--- src/rtl/mips16_pkg.sv ---
// Shared definitions for the MIPS16 multi-cycle control slice.
// Contents: opcode values (IR[15:13]), ALU operation codes, PC source select
// codes, and the sequencer state encoding.
package mips16_pkg;

    localparam logic [2:0] OP_ADD  = 3'b000;
    localparam logic [2:0] OP_ADDI = 3'b001;
    localparam logic [2:0] OP_LW   = 3'b010;
    localparam logic [2:0] OP_SW   = 3'b011;
    localparam logic [2:0] OP_BEQ  = 3'b100;
    localparam logic [2:0] OP_J    = 3'b101;
    localparam logic [2:0] OP_ILL  = 3'b110;
    localparam logic [2:0] OP_HALT = 3'b111;

    localparam logic [3:0] ALU_ADD  = 4'b0000;
    localparam logic [3:0] ALU_SADD = 4'b0001;
    localparam logic [3:0] ALU_SUB  = 4'b0010;

    localparam logic [1:0] PC_INC = 2'b00;
    localparam logic [1:0] PC_BR  = 2'b01;
    localparam logic [1:0] PC_JMP = 2'b10;

    typedef enum logic [2:0] {
        S_IDLE   = 3'd0,
        S_FETCH  = 3'd1,
        S_DECODE = 3'd2,
        S_EXEC   = 3'd3,
        S_MEM    = 3'd4,
        S_WB     = 3'd5,
        S_HALT   = 3'd6,
        S_ERR    = 3'd7
    } state_t;

endpackage

--- src/rtl/mips16_mem_watchdog.sv ---
// Memory request watchdog.
// Counts cycles in which a request is outstanding without acknowledge and
// flags a timeout in the cycle the count would reach MEM_TIMEOUT.
// Ports: clk, rst (async, active high), clear (restart count on entry to a
//        memory state), req, ack, timeout (combinational).
module mips16_mem_watchdog #(
    parameter int MEM_TIMEOUT = 15
) (
    input  logic clk,
    input  logic rst,
    input  logic clear,
    input  logic req,
    input  logic ack,
    output logic timeout
);

    localparam int CW = $clog2(MEM_TIMEOUT + 1);

    logic [CW-1:0] count;

    always_ff @(posedge clk or posedge rst) begin
        if (rst)
            count <= '0;
        else if (clear)
            count <= '0;
        else if (req && !ack)
            count <= count + 1'b1;
    end

    // Fires on the waiting cycle that would bring the count to the limit;
    // an ack in that same cycle suppresses it.
    assign timeout = req && !ack && (count == CW'(MEM_TIMEOUT - 1));

endmodule

--- src/rtl/mips16_multicycle_ctrl.sv ---
// Multi-cycle control sequencer for the MIPS16 datapath.
// Steps each instruction through FETCH/DECODE/EXEC/MEM/WB and decodes the
// datapath strobes combinationally from state (plus mem_ack/alu_zero).
// Ports: clk, rst (async, active high), start, opcode, alu_zero, mem_ack in;
//        mem_req, mem_we, mem_sel, ir_we, pc_we, pc_src, alu_op, alu_src_imm,
//        reg_we, wb_sel, busy, halted, err, retired out.
module mips16_multicycle_ctrl
    import mips16_pkg::*;
#(
    parameter int MEM_TIMEOUT = 15,
    parameter int CNT_W       = 16
) (
    input  logic             clk,
    input  logic             rst,
    input  logic             start,
    input  logic [2:0]       opcode,
    input  logic             alu_zero,
    input  logic             mem_ack,
    output logic             mem_req,
    output logic             mem_we,
    output logic             mem_sel,
    output logic             ir_we,
    output logic             pc_we,
    output logic [1:0]       pc_src,
    output logic [3:0]       alu_op,
    output logic             alu_src_imm,
    output logic             reg_we,
    output logic             wb_sel,
    output logic             busy,
    output logic             halted,
    output logic             err,
    output logic [CNT_W-1:0] retired
);

    state_t state, next;
    logic   retire;
    logic   timeout;
    logic   wd_clear;

    always_ff @(posedge clk or posedge rst) begin
        if (rst)
            state <= S_IDLE;
        else
            state <= next;
    end

    always_ff @(posedge clk or posedge rst) begin
        if (rst)
            retired <= '0;
        else if (retire)
            retired <= retired + 1'b1;
    end

    // Restart the watchdog whenever a memory state is freshly entered
    // (SW goes MEM -> FETCH directly, so this must be edge based).
    assign wd_clear = (next == S_FETCH || next == S_MEM) && (next != state);

    mips16_mem_watchdog #(.MEM_TIMEOUT(MEM_TIMEOUT)) u_wd (
        .clk    (clk),
        .rst    (rst),
        .clear  (wd_clear),
        .req    (mem_req),
        .ack    (mem_ack),
        .timeout(timeout)
    );

    always_comb begin
        next        = state;
        retire      = 1'b0;
        mem_req     = 1'b0;
        mem_we      = 1'b0;
        mem_sel     = 1'b0;
        ir_we       = 1'b0;
        pc_we       = 1'b0;
        pc_src      = PC_INC;
        alu_op      = ALU_ADD;
        alu_src_imm = 1'b0;
        reg_we      = 1'b0;
        wb_sel      = 1'b0;
        busy        = 1'b0;
        halted      = 1'b0;
        err         = 1'b0;

        // ALU controls are held from EXEC through MEM/WB so the address and
        // result stay valid while the datapath consumes them.
        if (state == S_EXEC || state == S_MEM || state == S_WB) begin
            case (opcode)
                OP_ADD:       alu_op = ALU_SADD;
                OP_ADDI:      begin alu_op = ALU_SADD; alu_src_imm = 1'b1; end
                OP_LW, OP_SW: begin alu_op = ALU_ADD;  alu_src_imm = 1'b1; end
                OP_BEQ:       alu_op = ALU_SUB;
                default:      alu_op = ALU_ADD;
            endcase
        end

        case (state)
            S_IDLE: begin
                if (start) next = S_FETCH;
            end
            S_FETCH: begin
                busy    = 1'b1;
                mem_req = 1'b1;
                if (mem_ack) begin
                    ir_we = 1'b1;
                    pc_we = 1'b1;
                    next  = S_DECODE;
                end else if (timeout) begin
                    next = S_ERR;
                end
            end
            S_DECODE: begin
                busy = 1'b1;
                case (opcode)
                    OP_J: begin
                        pc_we  = 1'b1;
                        pc_src = PC_JMP;
                        retire = 1'b1;
                        next   = S_FETCH;
                    end
                    OP_HALT: begin
                        retire = 1'b1;
                        next   = S_HALT;
                    end
                    OP_ILL:  next = S_ERR;
                    default: next = S_EXEC;
                endcase
            end
            S_EXEC: begin
                busy = 1'b1;
                case (opcode)
                    OP_BEQ: begin
                        retire = 1'b1;
                        next   = S_FETCH;
                        if (alu_zero) begin
                            pc_we  = 1'b1;
                            pc_src = PC_BR;
                        end
                    end
                    OP_LW, OP_SW:  next = S_MEM;
                    OP_ADD, OP_ADDI: next = S_WB;
                    default:       next = S_ERR;
                endcase
            end
            S_MEM: begin
                busy    = 1'b1;
                mem_req = 1'b1;
                mem_sel = 1'b1;
                mem_we  = (opcode == OP_SW);
                if (mem_ack) begin
                    if (opcode == OP_SW) begin
                        retire = 1'b1;
                        next   = S_FETCH;
                    end else begin
                        next = S_WB;
                    end
                end else if (timeout) begin
                    next = S_ERR;
                end
            end
            S_WB: begin
                busy   = 1'b1;
                reg_we = 1'b1;
                wb_sel = (opcode == OP_LW);
                retire = 1'b1;
                next   = S_FETCH;
            end
            S_HALT:  halted = 1'b1;
            S_ERR:   err    = 1'b1;
            default: next   = S_ERR;
        endcase
    end

endmodule
--- config.mk ---
export PLATFORM = sky130hd
export DESIGN_NAME = mips16_multicycle_ctrl
export DESIGN_NICKNAME = d
export VERILOG_FILES = /design/src/rtl/mips16_pkg.sv /design/src/rtl/mips16_mem_watchdog.sv /design/src/rtl/mips16_multicycle_ctrl.sv
export SDC_FILE = /design/constraint.sdc
export NUM_CORES = 1
export LEC_CHECK = 0
export CAP_MARGIN = 5
export CORE_MARGIN = 2
export CORE_UTILIZATION = 45
export DETAILED_ROUTE_END_ITERATION = 6
export GPL_TIMING_DRIVEN = 0
export PLACE_DENSITY = 0.79
export SETUP_SLACK_MARGIN = 0.15
export SLEW_MARGIN = 30
export SYNTH_ARGS = -nofsm -noshare
export SYNTH_HDL_FRONTEND = slang
export SYNTH_SLANG_ARGS = --single-unit
--- constraint.sdc ---
create_clock -name clk -period 5.6 [get_ports clk]
set_clock_uncertainty 0.2 [all_clocks]
set_input_delay 1.12 -clock clk [delete_from_list [all_inputs] [get_ports clk]]
set_output_delay 1.12 -clock clk [all_outputs]
set_load 0.01 [all_outputs]
==> Flow_metrics.wiki <==
{| class="wikitable"
! Metric !! Value
|-
| Total half-perimeter wirelength after legalization and detailed placement || 2570 microns
|-
| Max Cap Violations || 0
|-
| Crit path max-delay cell type || sky130_fd_sc_hd__clkdlybuf4s50_1
|-
| Count of pins on the block boundary || 41
|-
| Capturing element type of the critical path || primary output
|-
| Top achievable clock speed || 0.239 GHz
|-
| Signal arrival time at the worst endpoint || 2.87 ns
|-
| Residual antenna-violating net count after detailed routing || 0
|-
| Vert. Die Dim || 62.5 microns
|-
| Number of cells produced by synthesis || 164
|-
| Routed wirelength normalized by instance count || 13.3 microns
|-
| Post-CTS Resized || 0
|-
| Share of the cycle needed by the critical path after routing || 0.749
|-
| Port Buffers || 37
|-
| Max-slew violations || 0
|-
| Top flip-flop cell by instance count after synthesis || sky130_fd_sc_hd__dfrtp_1
|-
| Fraction of post-synthesis cell area in the top cell type by area || 0.374
|-
| Number of distinct library cells after synthesis || 49
|-
| Mean Syn Cell Area || 9.38 sq um
|-
| Run status || complete, no violations
|-
| Measured slew at the worst slew-check pin || 0.796 ns
|-
| Total global-route track usage || 0.184
|-
| Antenna diode count || 0
|-
| Sequential cell area fraction in the yosys report || 0.374
|-
| Post-synthesis sequential element count || 23
|-
| Setup crit start kind || input pin
|-
| Cell accounting for the most synthesized area || sky130_fd_sc_hd__dfrtp_1
|-
| Setup violators final || 0
|-
| Final Wtd Congestion || 0.870
|-
| Most used cell along the critical path || sky130_fd_sc_hd__clkdlybuf4s50_1
|-
| Relative slew slack || 0.466
|-
| Wire length of the first global-routing pass || 5820 microns
|-
| Ratio of routed vias to standard cells || 5.17
|-
| Via count of the first global-routing pass || 1241
|-
| Count of synthesis-stage warnings from yosys || 0
|-
| Total vias in the final route || 1304
|-
| Die Area || 3900 sq um
|-
| Synth-to-layout area growth || 29.8%
|-
| Pin count of the biggest net entering global routing || 24
|-
| Hold/Removal Path Class || reg -> reg
|-
| Quantity of hold-fixing buffers added after cts || 0
|-
| Clock Tree Buf Depth || 2
|-
| Number of clock buffers inserted by TritonCTS || 3
|-
| Router iterations before antenna repair || 4
|-
| List of cells traversed by the critical path || clkdlybuf4s50_1 > and2b_1 > nand3_1 > nor3b_1 > clkdlybuf4s50_1
|-
| Max Fanout on Critical Path || 8
|-
| Clock root buffer || sky130_fd_sc_hd__clkbuf_4
|-
| Combined area of all synthesized cells || 1540 sq um
|-
| Clk pin slew, worst setup/hold paths || 0.13 ns
|-
| EDFF count, synth || 0
|-
| Most numerous cell in the Yosys netlist || sky130_fd_sc_hd__dfrtp_1
|-
| Top cell types by occurrence after synthesis || 23 x sky130_fd_sc_hd__dfrtp_1, 15 x sky130_fd_sc_hd__xor2_1, 14 x sky130_fd_sc_hd__nand2_1, 14 x sky130_fd_sc_hd__nor2_1
|-
| Unrepaired setup endpoints after global routing || no
|-
| Number of placed instances with taps included || 248
|-
| TritonCTS clock tree || yes
|-
| Type of the setup path with the least slack || in -> out
|-
| Starting density of the core || 0.465
|-
| Delay of the slowest critical-path stage || 0.57 ns
|-
| DRC violations left || 0
|-
| Share of layout cells above drive strength 1 || 0.131
|-
| Power density normalized to cell area || 354 nW/um^2
|-
| Number of hold violations in the final report || 0
|-
| Worst-skew pair later-pin latency || 0.32 ns
|-
| Period minus WS final || 4.19 ns
|-
| Non-filler cells in the finished layout || 252
|-
| Required @ worst endpoint || 4.28 ns
|-
| Post-CTS Repair Setup Buffers || 0
|-
| Count of H-tree levels built during CTS || 1
|-
| Final total negative setup slack || 0 ns
|-
| Number of antenna violations at the first check in global routing || 0
|-
| DRC violation total after the first TritonRoute iteration || 86
|-
| Final-stage net count || 220
|-
| Aggregate routed wire length || 3360 microns
|-
| Clock sink count || 23
|-
| Total congestion overflow || 0
|-
| Leakage power || 0.897 nW
|-
| Async set-or-reset flop fraction in the synthesized netlist || 1.00
|-
| VDD IR-drop max || 173 uV
|-
| Cell types with the largest area share after synthesis || sky130_fd_sc_hd__dfrtp_1 37%, sky130_fd_sc_hd__xor2_1 8.5%, sky130_fd_sc_hd__ha_1 4.1%
|-
| Row cnt || 21
|-
| Die span in x || 62.5 microns
|-
| Floorplan Core Area || 3310 sq um
|}
power breakdown:
part / internal, mW / switching [mW]
Sequential: 0.196 / 0.0352
Clock: 0.0267 / 0.0517
Combinational: 0.189 / 0.208
Total: 0.412 / 0.295
cells in the final DEF, fill, tap and decap left out, drive strengths merged, types with 2 or more instances in the layout:
cell type / count
clkdlybuf4s50: 37
dfrtp: 23
xor2: 15
nor2: 15
nand2: 14
nor3: 12
buf: 9
nand3: 7
inv: 6
and3: 5
ha: 5
and2b: 4
xnor2: 4
nor2b: 4
nand4: 4
o21ai: 4
a21oi: 4
nor3b: 3
clkbuf: 3
nor4: 3
nand2b: 2
conb: 2
clkinv: 2
state kept, by name, indices dropped and copies added (netlist names):
| name | flops |
|---|---|
| retired | 16 |
| u_wd.count | 4 |
| state | 3 |
routing by layer:
layer | track usage | share of wire
met3 | 0.0270 | 0.038
met2 | 0.294 | 0.48
met1 | 0.254 | 0.47
met5 | 0 | 0
met4 | 0.0667 | 0.013
layout make-up:
type                            instances  area (sq um)
Clock buffer                            3          22.5
Multi-Input combinational cell        126           881
Buffer                                  9          60.1
Clock inverter                          1          5.00
Fill cell                             290          1310
Timing Repair Buffer                   37           370
Inverter                                7          26.3
Sequential cell                        23           576
Tap cell                               46          57.6
worst paths after layout:
| kind | from | end | slack (ns) | depth (start not counted) |
|---|---|---|---|---|
| setup / recovery | opcode[1] | pc_src[1] | 1.41 | 5 |
| hold / removal | retired[11]$_DFFE_PP0P_ | retired[11]$_DFFE_PP0P_ | 0.30 | 1 |
| setup reg to reg | state[1]$_DFF_PP0_ | u_wd.count[0]$_DFFE_PP0P_ | 3.45 | 7 |
| hold reg to reg | retired[11]$_DFFE_PP0P_ | retired[11]$_DFFE_PP0P_ | 0.30 | 1 |
| max in group asynchronous | rst | retired[3]$_DFFE_PP0P_ | 3.88 | 2 |
| min in group asynchronous | rst | retired[11]$_DFFE_PP0P_ | 0.94 | 2 |
kinds of logic after synthesis:
logic type | Yosys count | synth area share
flip-flops | 23 | 0.374
AO/OA/AOI/OAI | 19 | 0.0984
AND/OR/NAND/NOR | 79 | 0.307
XOR/XNOR | 19 | 0.108
buffers and inverters | 16 | 0.0561
multiplexers | 2 | 0.0138
other | 1 | 0.00244
adder cells (fa/ha/maj) | 5 | 0.0407
stage by stage:
step	instance area [sq um]	hold WS, ns	power [mW]	worst slack [ns]	util
2_1_floorplan	1540	0.297	0.497	2.51	-
3_3_place_gp	1970	0.264	0.617	1.46	0.595
3_5_place_dp	1970	0.277	0.633	1.42	0.595
4_1_cts	2000	0.300	0.712	1.41	0.604
5_1_grt	2000	0.323	0.765	1.32	0.604
6_report	2000	0.300	0.707	1.41	0.604
worst max-delay path, delay by kind of cell:
kind	cells	cell delay, ns
AND/OR/NAND/NOR	3	0.65
buffers and inverters	2	1.10
Power figures use the tool's default switching activity.
